==> src/rtl/connect4_board_engine_if.sv <==
// Command/status bundle between the game controller, the display scanner and
// connect4_board_engine. The master modport drives commands and the slave modport answers them.
interface connect4_board_engine_if;
    logic        clear_board;
    logic        drop_start;
    logic        drop_player;
    logic [2:0]  drop_col;
    logic        drop_done;
    logic        drop_ok;
    logic [2:0]  drop_row;
    logic        check_start;
    logic        check_done;
    logic        g_win;
    logic        o_win;
    logic        busy;
    logic [2:0]  rd_row;
    logic [15:0] rd_data;

    modport master (
        output clear_board, drop_start, drop_player, drop_col, check_start, rd_row,
        input  drop_done, drop_ok, drop_row, check_done, g_win, o_win, busy, rd_data
    );
    modport slave (
        input  clear_board, drop_start, drop_player, drop_col, check_start, rd_row,
        output drop_done, drop_ok, drop_row, check_done, g_win, o_win, busy, rd_data
    );
endinterface

==> src/rtl/connect4_board_engine.sv <==
// Connect-4 8x8 board storage with a drop sequencer and a four-in-a-row scanner.
// Define CHECK_DIAG_EN to include both diagonal directions in the win scan.
module connect4_board_engine (
    input  logic                     clk,
    input  logic                     rst_n,
    connect4_board_engine_if.slave   bus
);
    typedef enum logic [1:0] {D_IDLE, D_SCAN, D_DONE} drop_st_t;
    typedef enum logic [1:0] {C_IDLE, C_SCAN, C_DONE} chk_st_t;

    drop_st_t          drop_st_q;
    chk_st_t           chk_st_q;
    logic [7:0][15:0]  board_q, board_d;
    logic [2:0]        col_q, scan_row_q, drop_row_q, anchor_q;
    logic              player_q, drop_done_q, drop_ok_q;
    logic              check_done_q, g_win_q, o_win_q;
    logic              busy, cell_empty, g_hit, o_hit;
    int                a_i;

    assign busy       = (drop_st_q != D_IDLE) || (chk_st_q != C_IDLE);
    assign cell_empty = (board_q[scan_row_q][{col_q, 1'b0} +: 2] == 2'b00);

    // True when four cells starting at (r,c) and stepping (dr,dc) all hold code.
    function automatic logic line4(input logic [7:0][15:0] b, input int r, input int c,
                                   input int dr, input int dc, input logic [1:0] code);
        logic hit;
        hit = 1'b1;
        for (int k = 0; k < 4; k++)
            if (b[3'(r + k*dr)][4'(2*(c + k*dc)) +: 2] != code) hit = 1'b0;
        return hit;
    endfunction

    always_comb begin
        board_d = board_q;
        if (bus.clear_board && !busy)
            board_d = '0;
        else if (drop_st_q == D_SCAN && cell_empty)
            board_d[scan_row_q][{col_q, 1'b0} +: 2] = player_q ? 2'b10 : 2'b01;
    end

    always_ff @(posedge clk or negedge rst_n) begin
        if (!rst_n) board_q <= '0;
        else        board_q <= board_d;
    end

    // Windows anchored in the current scan row; each line is seen once over the 8 anchors.
    always_comb begin
        g_hit = 1'b0;
        o_hit = 1'b0;
        a_i   = int'(anchor_q);
        for (int c = 0; c < 8; c++) begin
            if (c <= 4) begin
                g_hit |= line4(board_q, a_i, c, 0, 1, 2'b01);
                o_hit |= line4(board_q, a_i, c, 0, 1, 2'b10);
            end
            if (a_i <= 4) begin
                g_hit |= line4(board_q, a_i, c, 1, 0, 2'b01);
                o_hit |= line4(board_q, a_i, c, 1, 0, 2'b10);
            end
`ifdef CHECK_DIAG_EN
            if (a_i <= 4 && c <= 4) begin
                g_hit |= line4(board_q, a_i, c, 1, 1, 2'b01);
                o_hit |= line4(board_q, a_i, c, 1, 1, 2'b10);
            end
            if (a_i <= 4 && c >= 3) begin
                g_hit |= line4(board_q, a_i, c, 1, -1, 2'b01);
                o_hit |= line4(board_q, a_i, c, 1, -1, 2'b10);
            end
`else
            g_hit |= 1'b0;
`endif
        end
    end

    always_ff @(posedge clk or negedge rst_n) begin
        if (!rst_n) begin
            drop_st_q   <= D_IDLE;
            col_q       <= '0;
            player_q    <= 1'b0;
            scan_row_q  <= '0;
            drop_row_q  <= '0;
            drop_ok_q   <= 1'b0;
            drop_done_q <= 1'b0;
        end else begin
            drop_done_q <= 1'b0;
            case (drop_st_q)
                D_IDLE: if (bus.drop_start && chk_st_q == C_IDLE) begin
                    col_q      <= bus.drop_col;
                    player_q   <= bus.drop_player;
                    scan_row_q <= '0;
                    drop_st_q  <= D_SCAN;
                end
                D_SCAN: if (cell_empty) begin
                    drop_row_q <= scan_row_q;
                    drop_ok_q  <= 1'b1;
                    drop_st_q  <= D_DONE;
                end else if (scan_row_q == 3'd7) begin
                    drop_ok_q  <= 1'b0;
                    drop_st_q  <= D_DONE;
                end else begin
                    scan_row_q <= scan_row_q + 3'd1;
                end
                D_DONE: begin
                    drop_done_q <= 1'b1;
                    drop_st_q   <= D_IDLE;
                end
                default: drop_st_q <= D_IDLE;
            endcase
        end
    end

    // A same-cycle drop_start takes precedence, so check only launches without one.
    always_ff @(posedge clk or negedge rst_n) begin
        if (!rst_n) begin
            chk_st_q     <= C_IDLE;
            anchor_q     <= '0;
            g_win_q      <= 1'b0;
            o_win_q      <= 1'b0;
            check_done_q <= 1'b0;
        end else begin
            check_done_q <= 1'b0;
            case (chk_st_q)
                C_IDLE: if (bus.check_start && !bus.drop_start && drop_st_q == D_IDLE) begin
                    g_win_q  <= 1'b0;
                    o_win_q  <= 1'b0;
                    anchor_q <= '0;
                    chk_st_q <= C_SCAN;
                end
                C_SCAN: begin
                    g_win_q <= g_win_q | g_hit;
                    o_win_q <= o_win_q | o_hit;
                    if (anchor_q == 3'd7) chk_st_q <= C_DONE;
                    else                  anchor_q <= anchor_q + 3'd1;
                end
                C_DONE: begin
                    check_done_q <= 1'b1;
                    chk_st_q     <= C_IDLE;
                end
                default: chk_st_q <= C_IDLE;
            endcase
        end
    end

    assign bus.drop_done  = drop_done_q;
    assign bus.drop_ok    = drop_ok_q;
    assign bus.drop_row   = drop_row_q;
    assign bus.check_done = check_done_q;
    assign bus.g_win      = g_win_q;
    assign bus.o_win      = o_win_q;
    assign bus.busy       = busy;
    assign bus.rd_data    = board_q[bus.rd_row];
endmodule

==> src/flat_wrapper.sv <==
// flat-port wrapper written by rule: the top's interface ports become plain ports
module connect4_board_engine_flat 
  (clk, rst_n, bus_clear_board, bus_drop_start, bus_drop_player, bus_drop_col, bus_check_start, bus_rd_row, bus_drop_done, bus_drop_ok, bus_drop_row, bus_check_done, bus_g_win, bus_o_win, bus_busy, bus_rd_data);
  connect4_board_engine_if bus_i ();
  input  logic clk;
  input  logic rst_n;
  input wire logic [$bits(bus_i.clear_board)-1:0] bus_clear_board;
  input wire logic [$bits(bus_i.drop_start)-1:0] bus_drop_start;
  input wire logic [$bits(bus_i.drop_player)-1:0] bus_drop_player;
  input wire logic [$bits(bus_i.drop_col)-1:0] bus_drop_col;
  input wire logic [$bits(bus_i.check_start)-1:0] bus_check_start;
  input wire logic [$bits(bus_i.rd_row)-1:0] bus_rd_row;
  output wire logic [$bits(bus_i.drop_done)-1:0] bus_drop_done;
  output wire logic [$bits(bus_i.drop_ok)-1:0] bus_drop_ok;
  output wire logic [$bits(bus_i.drop_row)-1:0] bus_drop_row;
  output wire logic [$bits(bus_i.check_done)-1:0] bus_check_done;
  output wire logic [$bits(bus_i.g_win)-1:0] bus_g_win;
  output wire logic [$bits(bus_i.o_win)-1:0] bus_o_win;
  output wire logic [$bits(bus_i.busy)-1:0] bus_busy;
  output wire logic [$bits(bus_i.rd_data)-1:0] bus_rd_data;
  assign bus_i.clear_board = bus_clear_board;
  assign bus_i.drop_start = bus_drop_start;
  assign bus_i.drop_player = bus_drop_player;
  assign bus_i.drop_col = bus_drop_col;
  assign bus_i.check_start = bus_check_start;
  assign bus_i.rd_row = bus_rd_row;
  assign bus_drop_done = bus_i.drop_done;
  assign bus_drop_ok = bus_i.drop_ok;
  assign bus_drop_row = bus_i.drop_row;
  assign bus_check_done = bus_i.check_done;
  assign bus_g_win = bus_i.g_win;
  assign bus_o_win = bus_i.o_win;
  assign bus_busy = bus_i.busy;
  assign bus_rd_data = bus_i.rd_data;
  connect4_board_engine u_core (.clk(clk), .rst_n(rst_n), .bus(bus_i));
endmodule
==> config.mk <==
export PLATFORM = sky130hd
export DESIGN_NAME = connect4_board_engine_flat
export DESIGN_NICKNAME = d
export VERILOG_FILES = /design/src/rtl/connect4_board_engine_if.sv /design/src/rtl/connect4_board_engine.sv /design/src/flat_wrapper.sv
export SDC_FILE = /design/constraint.sdc
export NUM_CORES = 1
export LEC_CHECK = 0
export CELL_PAD_IN_SITES_DETAIL_PLACEMENT = 1
export CELL_PAD_IN_SITES_GLOBAL_PLACEMENT = 1
export CORE_MARGIN = 2
export CORE_UTILIZATION = 54
export CTS_CLUSTER_DIAMETER = 100
export DETAILED_ROUTE_END_ITERATION = 10
export HOLD_SLACK_MARGIN = 0.1
export PLACE_DENSITY_LB_ADDON = 0.1
export SETUP_SLACK_MARGIN = 0.02
export SLEW_MARGIN = 15
export SYNTH_ARGS = -nofsm -noshare
export SYNTH_HDL_FRONTEND = slang
export SYNTH_SLANG_ARGS = --single-unit
==> constraint.sdc <==
create_clock -name clk -period 7.5 [get_ports clk]
set_input_delay 0.75 -clock clk [delete_from_list [all_inputs] [get_ports clk]]
set_output_delay 0.75 -clock clk [all_outputs]
set_load 0.02 [all_outputs]
==> run_results.csv, run 1 <==
group,metric,value,unit
status,status,"completed",
finish,drive_gt1_frac,0.209,
detailed_routing,dr.pass1.iters,6,
yosys,synthesis.nets,834,
flow_run,cap_violations,0,
detailed_routing,routed_wl,29800,um
setup_path,crit_slowest_cell,"o2111a_1",
yosys,yosysMostFrequentCell,"dfrtp_1",
setup_path,cp_num_buf_inv,2,
cts,cts.path.max_buffers,2,
yosys,ys_top_cells_by_area,"dfrtp_1, mux2i_1, mux4_2",
yosys,syn_area,0.00894,mm2
timing,finClkSkew,0.0105,ns
cts,cts_buffers,17,
detailed_routing,drtIter0Drc,797,
cts,clock_latency,0.44,ns
finish,fillerInstances,1710,
yosys,yosysSeqAreaShare,0.417,
floorplanning,die-area,0.0176,mm2
yosys,netlist_instances,815,
setup_path,critPathMaxStageDelay,0.81,ns
cts,postCtsSetupBuffers,0,
setup_path,r2r_end,"u_core.board_q[102]",
cts,cts_tree,"yes",
timing,slew_headroom,0.219,
yosys,synth_ff_type,"dfrtp_1",
finish,antenna_cells,0,
place,place.gp.congestion,0.892,
yosys,synthArstFlopShare,1.00,
setup_path,startpoint,"u_core.scan_row_q[2]",
setup_path,arrival,4.63,ns
setup_path,rr_startpoint,"u_core.scan_row_q[2]",
yosys,synth-seq-cells,149,
timing,finalHoldViolCount,0,
cts,ctsHoldBuffers,0,
global_routing,antenna_found_initial,0,
floorplanning,core_area,0.0164,mm2
global_routing,grt_pass1_wl,47000,um
yosys,synth-edff-count,0,
cts,h-tree-depth,4,
cts,clockRootBuffer,"clkbuf_16",
cts,cts.sinks,149,
detailed_routing,wl_per_cell,28.5,um
setup_path,end_kind,"flip-flop",
timing,setup_ws,3.21,ns
cts,clkTransAtPathRegs,0.07,ns
global_routing,grt_max_degree,77,
floorplanning,dieWidth,133,um
timing,slew_viol_final,0,
setup_path,rrSetupSlack,3.21,ns
setup_path,cp_num_cells,9,
setup_path,crit_required,7.84,ns
setup_path,path_max_fanout,37,
place,dp_slack,3.41,ns
worst_hold_path,hp-class,"in -> async",
detailed_routing,drtAntennaViolNets,0,
setup_path,cp-endpoint,"u_core.board_q[102]",
floorplanning,fp.dieH,133,um
global_routing,grt_pass1_vias,7902,
detailed_routing,route.detailed.drc,0,
power,vdd_drop_max,0.284,mV
floorplanning,io_pins,37,
cts,postCtsResizedCells,0,
setup_path,crit_type,"reg -> reg",
place,io_buffer_count,36,
timing,period_minus_slack,4.29,ns
detailed_routing,vias,7391,
timing,totalNegativeSetupSlack,0,ns
timing,setup_viol,0,
power,p_leak,4.76,nW
power,power,3.40,mW
finish,register_area,0.00373,mm2
yosys,synth_area_leader_cell,"dfrtp_1",
floorplanning,start_util,0.545,
timing,post-route-period-util,0.572,
yosys,synth_warnings,0,
setup_path,crit_chain,"buf_4 > nor2b_1 > a221oi_1 > o22ai_1 > o32a_1 > o2111a_1 > buf_4 > or4_4 > mux2i_1",
yosys,synth_commonest_cells,"dfrtp_1, nand2_1, mux2i_1",
yosys,synth_top_area_frac,0.417,
global_routing,gr-usage-all-layers,0.353,
setup_path,worstSetupStartpointType,"flip-flop",
finish,areaGrowthSynthToFinish,11.6,%
place,hpwl,19300,um
yosys,syn_area_per_cell,11.0,um2
setup_path,cp_common_cell,"buf_4",
detailed_routing,via_per_inst,7.05,
floorplanning,rows,47,
timing,whs,0.318,ns
power,p_per_area,341,mW/mm2
timing,worstMarginPinSlew,1.17,ns
timing,max_freq,0.233,GHz
setup_path,worstRegToRegCells,9,
finish,fin_nets,834,
setup_path,path_delay_family,"compound AO/OA/AOI/OAI gates",
global_routing,grt_overflow,0,
finish,multi_input_area,0.00486,mm2
yosys,synth_cell_types,66,
timing,rsz0062_at_grt,"false",
==> cell type report <==
class / count / share of cell area
Sequential cell: 149 / 0.374
Timing Repair Buffer: 51 / 0.0470
Inverter: 15 / 0.00564
Tap cell: 220 / 0.0276
Clock buffer: 21 / 0.0441
Multi-Input combinational cell: 581 / 0.487
Clock inverter: 11 / 0.0150
==> power breakdown <==
part,switching [mW],internal (mW)
sequential,0.142,0.890
clock,0.363,0.525
combinational,1.07,0.410
==> flip-flops by register name (all words and copies together), names as in the netlist <==
| signal | count |
|---|---|
| u_core.bus.check_done | 1 |
| u_core.drop_st_q | 2 |
| u_core.bus.o_win | 1 |
| u_core.col_q | 3 |
| u_core.bus.drop_done | 1 |
| u_core.scan_row_q | 3 |
| u_core.chk_st_q | 2 |
| u_core.anchor_q | 3 |
| u_core.bus.drop_row | 3 |
| u_core.board_q | 128 |
| u_core.bus.drop_ok | 1 |
| u_core.player_q | 1 |
==> routing by layer <==
layer,vias up,global-route usage,share of wire
met4,0,0.161,0.044
met2,432,0.569,0.49
met1,3803,0.459,0.39
met3,109,0.0778,0.077
li1,3047,-,-
met5,-,0,0
==> per-stage QoR <==
| step | std cells | area, um2 | util |
|---|---|---|---|
| after floorplan | 815 | 8940 | - |
| after global routing | 1048 | 9980 | 0.608 |
| after detailed placement | 1016 | 9390 | 0.572 |
| final | 1048 | 9980 | 0.608 |
| after CTS | 1048 | 9980 | 0.608 |
| after global placement | 1016 | 9390 | 0.572 |
==> placed cells by master (no fill, tap or decap), types with 11 or more instances in the layout <==
cell type          n
nand2_1          128
mux2_2            28
clkbuf_16         17
dfrtp_1          148
clkdlybuf4s50_1   34
nor2b_1           13
mux2i_1          108
buf_4             15
inv_1             13
mux4_2            39
nand3_1           17
a41oi_1           16
or4_4             48
nor2_1            44
a221oi_1          11
==> kinds of logic (layout without fill, tap and decap cells) <==
kind of cell    after synthesis  count (layout)  synth area share
buf+inv                      85              98            0.0418
simple gates                294             294             0.182
flops                       149             149             0.417
fa+ha+maj                     7               7           0.00979
mux                         180             180             0.261
compound gates              100             100            0.0884
==> worst min-delay path by stage <==
stage                       endpoint          startpoint  slack, ns
2_1_floorplan  u_core.bus.check_done  u_core.chk_st_q[0]       0.42
3_3_place_gp   u_core.bus.check_done  u_core.chk_st_q[0]       0.44
3_5_place_dp   u_core.bus.check_done  u_core.chk_st_q[0]       0.46
4_1_cts           u_core.board_q[92]               rst_n       0.37
5_1_grt           u_core.board_q[93]               rst_n       0.38
6_report          u_core.board_q[93]               rst_n       0.32
(Power assumes the default switching activity.)
==> run 2, diff against run 1 <==
- CORE_UTILIZATION: 54 -> 50
- clock period: 7.5 -> 4 ns (I/O delays scaled with it)
==> run 2 against run 1 <==
Setup slack worse by 3.0 ns. Critical path depth down 2. Sequential cell count unchanged. Sequential share of layout area down 0.68 points. Non-clock buffer count up 20. Critical path type unchanged. Utilization down 2.5 points. Maximum frequency up 12%. Largest cell class unchanged. Power up 91%. Routed wire length up 0.66%. Largest power group unchanged. Global-route usage down 1.3 points. Clock skew down 0.00083 ns.
==> run_results.csv, run 2 (synthesis gave the netlist of run 1 again) <==
group,metric,value,unit
timing,max_freq,0.262,GHz
setup_path,worstSetupStartpointType,"flip-flop",
floorplanning,fp.dieH,138,um
floorplanning,dieWidth,138,um
floorplanning,start_util,0.514,
setup_path,crit_slowest_cell,"dfrtp_1",
timing,rsz0062_at_grt,"false",
finish,layout_common_cells,"dfrtp_1, nand2_1, mux2i_1, or4_4, nor2_1",
global_routing,grt_overflow,0,
floorplanning,rows,48,
cts,cts_buffers,17,
cts,cts.sinks,149,
detailed_routing,routed_wl,30000,um
place,io_buffer_count,36,
cts,clkTransAtPathRegs,0.06,ns
power,p_leak,4.85,nW
power,vdd_drop_max,0.400,mV
detailed_routing,drtAntennaViolNets,0,
setup_path,worstRegToRegCells,7,
detailed_routing,via_per_inst,6.78,
timing,slew_viol_final,0,
power,p_per_area,640,mW/mm2
global_routing,grt_max_degree,86,
finish,fillerInstances,1810,
timing,slew_headroom,0.462,
finish,multi_input_area,0.00486,mm2
finish,areaGrowthSynthToFinish,13.7,%
setup_path,path_max_fanout,32,
setup_path,arrival,4.14,ns
timing,whs,0.456,ns
timing,post-route-period-util,0.956,
setup_path,crit_chain,"inv_2 > a221o_1 > a221oi_1 > nor2_1 > o221a_2 > or4_1 > a221oi_1",
setup_path,cp-endpoint,"u_core.board_q[110]",
setup_path,r2r_end,"u_core.board_q[110]",
setup_path,startpoint,"u_core.scan_row_q[1]",
flow_run,cap_violations,0,
cts,clockRootBuffer,"clkbuf_16",
timing,finalHoldViolCount,0,
detailed_routing,dr.pass1.iters,5,
detailed_routing,vias,7268,
cts,clock_latency,0.44,ns
floorplanning,die-area,0.0190,mm2
cts,cts.path.max_buffers,2,
place,hpwl,20300,um
finish,antenna_cells,0,
setup_path,critPathMaxStageDelay,0.87,ns
finish,drive_gt1_frac,0.228,
setup_path,cp_common_cell,"a221oi_1",
timing,setup_viol,0,
timing,totalNegativeSetupSlack,0,ns
global_routing,antenna_found_initial,0,
finish,register_area,0.00373,mm2
timing,finClkSkew,0.00963,ns
global_routing,grt_pass1_vias,7986,
setup_path,end_kind,"flip-flop",
timing,worstMarginPinSlew,0.807,ns
finish,regMostFlops,"u_core.board_q",
setup_path,rrSetupSlack,0.18,ns
detailed_routing,route.detailed.drc,0,
global_routing,grt_pass1_wl,47200,um
cts,h-tree-depth,4,
timing,period_minus_slack,3.82,ns
cts,cts_tree,"yes",
finish,largest_reg_flops,128,
setup_path,rr_startpoint,"u_core.scan_row_q[1]",
floorplanning,core_area,0.0174,mm2
floorplanning,io_pins,37,
setup_path,crit_type,"reg -> reg",
detailed_routing,wl_per_cell,28.0,um
global_routing,gr-usage-all-layers,0.340,
status,status,"completed",
finish,fin_nets,854,
setup_path,crit_required,4.32,ns
place,place.gp.congestion,0.950,
finish,final_common_cell,"dfrtp_1",
worst_hold_path,hp-class,"reg -> reg",
detailed_routing,drtIter0Drc,697,
-- run 2: layer usage --
layer | vias up | track usage | routed length, um
li1 | 3077 | - | -
met1 | 3771 | 0.431 | 12200
met2 | 330 | 0.558 | 14700
met3 | 90 | 0.0662 | 1840
met4 | 0 | 0.170 | 1250
met5 | - | 0 | 0
-- run 2: where the power goes --
part / internal [mW] / switching (mW)
registers: 1.67 / 0.260
logic: 0.894 / 2.01
clock network: 0.978 / 0.687
total: 3.54 / 2.96
-- run 2: area by class of cell --
cell class | count | area share
tap | 225 | 0.0277
sequential | 149 | 0.367
inverter | 15 | 0.00554
multi-input combinational | 581 | 0.478
clock inverter | 12 | 0.0155
timing repair buffer | 71 | 0.0636
clock buffer | 19 | 0.0426
-- run 2: timing repair --
item,CTS,global route
resized for setup,0,0
hold buffers,1,0
setup buffers,0,0
endpoints found under the hold margin,83,0
-- run 2: critical path: cells and delay by family, from the launching register on --
| kind | cells | cell delay (ns) |
|---|---|---|
| compound gates | 4 | 1.71 |
| buf+inv | 1 | 0.32 |
| flops | 1 | 0.87 |
| simple gates | 2 | 0.80 |
-- run 2: how the worst min path moves through the flow --
stage	from	end	slack, ns	depth (start not counted)
floorplan	rst_n	u_core.anchor_q[0]	0.10	0
global placement	u_core.chk_st_q[0]	u_core.bus.check_done	0.45	1
detailed placement	u_core.chk_st_q[0]	u_core.bus.check_done	0.44	1
CTS	u_core.chk_st_q[0]	u_core.bus.check_done	0.46	1
global route	u_core.chk_st_q[0]	u_core.bus.check_done	0.48	1
finish	u_core.chk_st_q[0]	u_core.bus.check_done	0.46	1
-- run 2: stage by stage --
stage / cell area, um2 / power, mW / setup slack [ns] / cells / utilization
2_1_floorplan: 8940 / 3.70 / 1.27 / 815 / -
3_3_place_gp: 9570 / 4.65 / 0.382 / 1040 / 0.549
3_5_place_dp: 9570 / 4.75 / 0.338 / 1040 / 0.549
4_1_cts: 10200 / 6.45 / 0.243 / 1072 / 0.584
5_1_grt: 10200 / 6.77 / 0.0925 / 1072 / 0.584
6_report: 10200 / 6.50 / 0.177 / 1072 / 0.584
==> run 3, diff against run 2 <==
- CORE_UTILIZATION: 50 -> 51
- CTS_BUF_LIST: default -> sky130_fd_sc_hd__clkbuf_8
==> run 3 against run 2 <==
Clock-buffer cell count shrank 1. Sequential power is essentially flat. Non-clock buffer count grew 3. Sequential share of layout area grew 0.74 points. Clock skew grew 0.0084 ns. Critical path depth grew 2. First-iteration DRC count grew 5.6%. Global-route usage grew 0.24 points. Routed wire length shrank 0.38%. Maximum frequency shrank 0.15%. Clock power shrank 28%. Highest routed layer unchanged.
==> run_results.csv, run 3 (synthesis gave the netlist of run 1 again) <==
group,metric,value,unit
status,status,"completed",
timing,post-route-period-util,0.957,
place,hpwl,20400,um
floorplanning,fp.dieH,136,um
finish,antenna_cells,0,
cts,clock_latency,0.49,ns
timing,setup_ws,0.171,ns
timing,whs,0.474,ns
global_routing,grt_overflow,0,
detailed_routing,wl_per_cell,27.8,um
finish,fillerInstances,1826,
timing,finClkSkew,0.0180,ns
setup_path,crit_type,"reg -> reg",
timing,max_freq,0.261,GHz
finish,layout_common_cells,"dfrtp_1, nand2_1, mux2i_1, or4_4, nor2_1",
timing,period_minus_slack,3.83,ns
floorplanning,rows,48,
setup_path,rr_startpoint,"u_core.scan_row_q[0]",
finish,fin_cells,1076,
power,vdd_drop_max,0.428,mV
place,place.gp.congestion,0.916,
finish,regMostFlops,"u_core.board_q",
setup_path,end_kind,"flip-flop",
cts,cts.sinks,149,
timing,rsz0062_at_grt,"false",
finish,fin_nets,857,
flow_run,cap_violations,0,
place,place_area,0.00957,mm2
detailed_routing,via_per_inst,6.79,
setup_path,path_max_fanout,48,
cts,clockRootBuffer,"clkbuf_8",
finish,areaGrowthSynthToFinish,11.4,%
floorplanning,start_util,0.519,
global_routing,grt_pass1_vias,7898,
floorplanning,dieWidth,136,um
timing,totalNegativeSetupSlack,0,ns
setup_path,r2r_end,"u_core.board_q[121]",
finish,final_common_cell,"dfrtp_1",
detailed_routing,vias,7309,
floorplanning,die-area,0.0186,mm2
place,io_buffer_count,36,
cts,cts_buffers,17,
cts,cts_tree,"yes",
setup_path,worstSetupStartpointType,"flip-flop",
setup_path,worstRegToRegCells,9,
global_routing,gr-usage-all-layers,0.343,
cts,cts.path.max_buffers,2,
power,p_per_area,608,mW/mm2
global_routing,grt_max_degree,103,
timing,setup_viol,0,
timing,slew_headroom,0.331,
global_routing,grt_pass1_wl,47000,um
timing,worstMarginPinSlew,1.00,ns
setup_path,rrSetupSlack,0.17,ns
finish,stdcell_area,0.00996,mm2
worst_hold_path,hold_depth,1,
detailed_routing,drtAntennaViolNets,0,
detailed_routing,drtIter0Drc,736,
floorplanning,core_area,0.0172,mm2
global_routing,antenna_found_initial,0,
setup_path,arrival,4.22,ns
worst_hold_path,hp-class,"reg -> reg",
place,dp_slack,0.284,ns
timing,finalHoldViolCount,0,
finish,largest_reg_flops,128,
detailed_routing,dr.pass1.iters,6,
finish,drive_gt1_frac,0.235,
detailed_routing,routed_wl,29900,um
worst_hold_path,hold_path_end,"u_core.bus.check_done",
power,power,6.06,mW
power,p_leak,4.79,nW
timing,slew_viol_final,0,
place,dp.cells,1043,
setup_path,crit_required,4.39,ns
setup_path,startpoint,"u_core.scan_row_q[0]",
finish,final_core_util,0.578,
cts,clkTransAtPathRegs,0.10,ns
cts,postCtsSetupBuffers,0,
worst_hold_path,min_from,"u_core.chk_st_q[0]",
cts,h-tree-depth,4,
detailed_routing,route.detailed.drc,0,
floorplanning,io_pins,37,
-- run 3: worst max-delay path by stage --
| stage | to | slack (ns) | depth (start not counted) |
|---|---|---|---|
| 4_1_cts | u_core.board_q[121] | 0.23 | 8 |
| 3_3_place_gp | u_core.board_q[20] | 0.37 | 8 |
| 5_1_grt | u_core.board_q[8] | 0.04 | 8 |
| 6_report | u_core.board_q[121] | 0.17 | 9 |
| 2_1_floorplan | u_core.board_q[19] | 1.27 | 10 |
| 3_5_place_dp | u_core.board_q[121] | 0.28 | 8 |
-- run 3: area by class of cell --
| cell class | count | area (um2) | share of cell area |
|---|---|---|---|
| Multi-Input combinational cell | 581 | 4860 | 0.488 |
| Sequential cell | 149 | 3730 | 0.374 |
| Timing Repair Buffer | 74 | 644 | 0.0647 |
| Tap cell | 225 | 282 | 0.0283 |
| Clock buffer | 18 | 248 | 0.0249 |
| Clock inverter | 14 | 141 | 0.0142 |
| Inverter | 15 | 56.3 | 0.00565 |
-- run 3: worst max-delay path, stage by stage, from the launching register on --
cell and delay, ns:
dfrtp_1 0.81, inv_1 0.31, buf_4 0.27, a221o_1 0.27
a221oi_1 0.45, nor2_1 0.13, o221a_2 0.31, buf_4 0.33
or4_4 0.62, mux2i_1 0.21
-- run 3: what timing repair did --
| action | 4_1_cts | 5_1_grt |
|---|---|---|
| setup endpoints to repair | 0 | 0 |
| endpoints found under the hold margin | 88 | 0 |
| gates resized for setup | 0 | 0 |
| hold buffers | 1 | 0 |
-- run 3: power breakdown --
group / switching, mW / internal (mW)
Clock: 0.663 / 0.523
Combinational: 2.07 / 0.886
Sequential: 0.243 / 1.67
Total: 2.98 / 3.08
-- run 3: routing by layer --
metal | part of all wire | track usage
met1 | 0.40 | 0.436
met2 | 0.49 | 0.561
met3 | 0.069 | 0.0783
met4 | 0.037 | 0.149
met5 | 0 | 0
